## src/rtl/uart_rx.sv

```systemverilog
// 8N1 UART receiver: two-flop rx synchroniser, mid-bit sampling, and a valid/ready
// byte output with single-cycle frame-error and overrun pulses.
module uart_rx #(
    parameter int unsigned CLKS_PER_BIT = 435
) (
    input  logic       clk,
    input  logic       rst,
    input  logic       rx,
    output logic [7:0] data_out,
    output logic       data_valid,
    input  logic       data_ready,
    output logic       frame_err,
    output logic       overrun,
    output logic       busy
);

    localparam int unsigned HALF_BIT = CLKS_PER_BIT / 2;
    localparam int unsigned CNT_W    = $clog2(CLKS_PER_BIT) + 1;
    localparam logic [CNT_W-1:0] HALF_LAST = CNT_W'(HALF_BIT - 1);
    localparam logic [CNT_W-1:0] BIT_LAST  = CNT_W'(CLKS_PER_BIT - 1);

    typedef enum logic [2:0] {
        IDLE,
        START,
        DATA,
        STOP,
        BREAK
    } state_e;

    state_e           state_q;
    logic             rx_meta_q;
    logic             rx_s_q;
    logic [CNT_W-1:0] clk_cnt_q;
    logic [2:0]       bit_cnt_q;
    logic [7:0]       shift_q;
    logic [7:0]       data_out_q;
    logic             data_valid_q;
    logic             frame_err_q;
    logic             overrun_q;
    logic             busy_q;

    assign data_out   = data_out_q;
    assign data_valid = data_valid_q;
    assign frame_err  = frame_err_q;
    assign overrun    = overrun_q;
    assign busy       = busy_q;

    // Two-flop synchroniser; line idles high.
    always_ff @(posedge clk or posedge rst) begin
        if (rst) begin
            rx_meta_q <= 1'b1;
            rx_s_q    <= 1'b1;
        end else begin
            rx_meta_q <= rx;
            rx_s_q    <= rx_meta_q;
        end
    end

    always_ff @(posedge clk or posedge rst) begin
        if (rst) begin
            state_q      <= IDLE;
            clk_cnt_q    <= '0;
            bit_cnt_q    <= '0;
            shift_q      <= '0;
            data_out_q   <= '0;
            data_valid_q <= 1'b0;
            frame_err_q  <= 1'b0;
            overrun_q    <= 1'b0;
            busy_q       <= 1'b0;
        end else begin
            frame_err_q <= 1'b0;
            overrun_q   <= 1'b0;
            // Consumer handshake; a byte loading on the same edge overrides this below.
            if (data_valid_q && data_ready) begin
                data_valid_q <= 1'b0;
            end

            case (state_q)
                IDLE: begin
                    if (!rx_s_q) begin
                        state_q   <= START;
                        clk_cnt_q <= '0;
                        busy_q    <= 1'b1;
                    end
                end
                START: begin
                    if (clk_cnt_q == HALF_LAST) begin
                        clk_cnt_q <= '0;
                        if (rx_s_q) begin
                            state_q <= IDLE;
                            busy_q  <= 1'b0;
                        end else begin
                            state_q   <= DATA;
                            bit_cnt_q <= '0;
                        end
                    end else begin
                        clk_cnt_q <= clk_cnt_q + CNT_W'(1);
                    end
                end
                DATA: begin
                    if (clk_cnt_q == BIT_LAST) begin
                        clk_cnt_q <= '0;
                        shift_q   <= {rx_s_q, shift_q[7:1]};
                        bit_cnt_q <= bit_cnt_q + 3'd1;
                        if (bit_cnt_q == 3'd7) begin
                            state_q <= STOP;
                        end
                    end else begin
                        clk_cnt_q <= clk_cnt_q + CNT_W'(1);
                    end
                end
                STOP: begin
                    if (clk_cnt_q == BIT_LAST) begin
                        clk_cnt_q <= '0;
                        if (rx_s_q) begin
                            // Leave at mid-stop so a back-to-back start edge is not missed.
                            data_out_q   <= shift_q;
                            data_valid_q <= 1'b1;
                            overrun_q    <= data_valid_q && !data_ready;
                            state_q      <= IDLE;
                            busy_q       <= 1'b0;
                        end else begin
                            frame_err_q <= 1'b1;
                            state_q     <= BREAK;
                        end
                    end else begin
                        clk_cnt_q <= clk_cnt_q + CNT_W'(1);
                    end
                end
                BREAK: begin
                    if (rx_s_q) begin
                        state_q <= IDLE;
                        busy_q  <= 1'b0;
                    end
                end
                default: begin
                    state_q <= IDLE;
                    busy_q  <= 1'b0;
                end
            endcase
        end
    end

endmodule
```

## config.mk

```make
export PLATFORM = sky130hd
export DESIGN_NAME = uart_rx
export DESIGN_NICKNAME = d
export VERILOG_FILES = /design/src/rtl/uart_rx.sv
export SDC_FILE = /design/constraint.sdc
export NUM_CORES = 1
export LEC_CHECK = 0
export CELL_PAD_IN_SITES_DETAIL_PLACEMENT = 1
export CELL_PAD_IN_SITES_GLOBAL_PLACEMENT = 1
export CORE_MARGIN = 2
export CORE_UTILIZATION = 41
export DETAILED_ROUTE_END_ITERATION = 8
export HOLD_SLACK_MARGIN = 0.1
export PLACE_DENSITY_LB_ADDON = 0.1
export SYNTH_ARGS = -nofsm -noshare
export SYNTH_HDL_FRONTEND = slang
export SYNTH_SLANG_ARGS = --single-unit
export TNS_END_PERCENT = 20
```

## constraint.sdc

```tcl
create_clock -name clk -period 5 [get_ports clk]
set_input_delay 1 -clock clk [delete_from_list [all_inputs] [get_ports clk]]
set_output_delay 1 -clock clk [all_outputs]
set_load 0.05 [all_outputs]
```

==> run summary <==
Outcome -> complete, no violations
Commonest non-fill, non-tap cell in the layout -> dfrtp_1
Area of the multi-input gates -> 787 µm²
Max Fclk -> 0.403 GHz
P per Cell Area -> 300 nW/µm²
Worst-path fanout max -> 3
CTS resizes -> 0
Placed Area -> 2000 µm²
CP cell instances -> clkdlybuf4s50_1
Reg2Reg Depth -> 5
Final Hold Viols -> 0
Post-Syn Area per Cell -> 11.5 µm²
Die Span Y -> 70.6 µm
Fill cells -> 469
Global-route wire length before repair -> 6510 µm
Comb pwr share -> 0.015
Number of global-route vias before repair -> 1357
GRT overflow -> 0
Max-cap violations -> 0
Hold crit path type -> reg2reg
Least-Margin Pin Slew -> 611 ps
Worst path buffer plus inverter count -> 1
Routed wire length per instance -> 16.2 µm
Worst-Skew Late Latency -> 290 ps
Final Setup Violations -> 0
Antenna diode count -> 0
Global placer's final weighted congestion -> 0.819
Worst Path Required -> 4000 ps
Netlist cell types -> 35
RSZ-0062 raised after global routing -> false
Reg2reg start -> clk_cnt_q[2]
Slew margin rel. -> 0.592
Critical Setup Path Class -> reg2out
IO Pins -> 16
Crit share post-route -> 0.496
Routed Antenna Nets -> 0
Hold Crit Depth -> 0
Yosys reg bits -> 38
Int Pwr -> 525 µW
Sequential power share -> 0.482
Largest net degree at the start of global routing -> 39
CTS tree -> yes
Port bufs -> 15
Hpwl dp -> 2660 µm
Core area -> 4320 µm²
Root Driver -> clkbuf_8
Max stage delay cell, worst path -> clkdlybuf4s50_1
Syn Inst Count -> 158
Syn Nets -> 167
Initial antenna violation count -> 0
Total Routing Usage GR -> 0.168
Setup crit end kind -> output pin
H-tree Lvls -> 2
Leak -> 0.980 nW
Hold Path End -> rx_s_q
Total Routed Length -> 3700 µm
Worst R2R End -> clk_cnt_q[8]
Share of cells above drive strength 1 -> 0.199
Rows -> 24
Hold_buf cts -> 0
CP max stage delay -> 810 ps
Sw power -> 119 µW
Worst hold margin -> 358 ps
Net Sw Frac -> 0.185
Total power draw -> 643 µW
Finished Cell Area -> 2150 µm²
CTS sink cnt -> 38
Clock Skews -> 6.34 ps
Netlist Area Pre-Place -> 1820 µm²
Hold Path Origin -> rx_meta_q
Crit path time final -> 2480 ps
Via count -> 1256
Drt pass-1 iters -> 4
CP Launch Type -> flop
Final #Nets -> 184
Post-CTS setup repair buffer count -> 0
Commonest non-fill, non-tap cells in the layout -> 36 x dfrtp_1, 15 x clkdlybuf4s50_1, 12 x nand2_1, 12 x mux2_2, 11 x inv_1
Peak supply drop -> 0.136 mV
FF+latch area -> 953 µm²
Die area -> 4990 µm²
Die W -> 70.6 µm
Worst EP arrival -> 1480 ps
Clock share of power -> 0.503
Vias per cell -> 5.51
Initial drt markers -> 38
Sequential-to-total area share from yosys stat -> 0.524
Layout overhead on the synthesized area -> 18.0%
CTS Buffer Depth -> 2
R2R setup slack -> 2950 ps
Reg clk slew, reported paths -> 70 ps
Drc violations -> 0
Cell family with most CP delay -> buffers and inverters
Initial Util -> 0.421
TritonCTS buffer count -> 5
Setup TNS -> 0 ps
Fin. max-slew vios -> 0
Syn. warnings -> 0
==> registers in the layout, summed over array words and instances (netlist names) <==
register    cells
clk_cnt_q      10
data_out        8
shift_q         8
bit_cnt_q       3
state_q         3
busy            1
data_valid      1
frame_err       1
overrun         1
rx_meta_q       1
rx_s_q          1
==> how the worst max path moves through the flow <==
stage / to / cells after the start / from
after floorplan: shift_q[0] / 5 / clk_cnt_q[2]
after global placement: busy / 1 / busy
after detailed placement: busy / 1 / busy
after CTS: busy / 1 / busy
after global routing: busy / 1 / busy
final: busy / 1 / busy
==> synth_stat cells <==
master | count | area, µm²
a21o_1 | 2 | 15.0
a21oi_1 | 5 | 25.0
a21oi_2 | 1 | 8.76
a22o_1 | 3 | 26.3
a311oi_1 | 1 | 8.76
a31oi_1 | 6 | 37.5
a32o_1 | 1 | 10.0
a41oi_1 | 1 | 8.76
and2_1 | 2 | 12.5
buf_6 | 2 | 22.5
clkbuf_1 | 4 | 15.0
dfrtp_1 | 36 | 901
dfstp_2 | 2 | 52.6
ha_1 | 5 | 62.6
inv_1 | 11 | 41.3
maj3_1 | 1 | 10.0
mux2_2 | 12 | 135
mux2_4 | 5 | 75.1
nand2_1 | 12 | 45.0
nand2b_1 | 4 | 25.0
nand3_1 | 5 | 25.0
nand3_4 | 1 | 17.5
nand4_1 | 2 | 12.5
nand4_4 | 1 | 21.3
nand4bb_1 | 2 | 22.5
nor2_1 | 10 | 37.5
nor3_1 | 3 | 15.0
nor3_4 | 1 | 16.3
nor4_1 | 2 | 12.5
o211ai_1 | 1 | 7.51
o21ai_0 | 9 | 45.0
o311ai_2 | 1 | 16.3
o31ai_1 | 2 | 15.0
or2_2 | 1 | 6.26
or3b_4 | 1 | 11.3
==> logic make-up after synthesis <==
logic type | count (synthesis) | synth area share
flops | 38 | 0.524
simple gates | 47 | 0.154
compound gates | 33 | 0.123
buf+inv | 17 | 0.0433
mux | 17 | 0.116
fa+ha+maj | 6 | 0.0399
==> metal layers <==
metal  global-route usage  up-vias  wire, µm
li1                     -      597         -
met1                0.212      636      1680
met2                0.284       16      1870
met3               0.0470        7       101
met4               0.0503        0        51
met5                    0        -         0
==> power by group through the flow <==
| stage | logic, mW | registers (mW) | clock network, mW |
|---|---|---|---|
| 2_1_floorplan | 0.00667 | 0.315 | 0 |
| 3_3_place_gp | 0.0101 | 0.316 | 0 |
| 3_5_place_dp | 0.0105 | 0.316 | 0 |
| 4_1_cts | 0.0105 | 0.310 | 0.330 |
| 5_1_grt | 0.0116 | 0.310 | 0.347 |
| 6_report | 0.00988 | 0.310 | 0.323 |
==> cell type report <==
cell class              instances  area share
well taps                      52      0.0303
clock inverters                 2      0.0280
flip-flops and latches         38       0.444
clock buffers                   6      0.0385
inverters                      11      0.0192
repair buffers                 16      0.0734
multi-input cells             103       0.367
==> per-stage QoR <==
stage,worst slack (ps),std cells,util
6_report,2520,228,0.497
5_1_grt,2470,228,0.497
4_1_cts,2510,228,0.497
3_5_place_dp,2830,220,0.464
3_3_place_gp,2850,220,0.464
2_1_floorplan,3130,158,-
(Power assumes the default switching activity.)
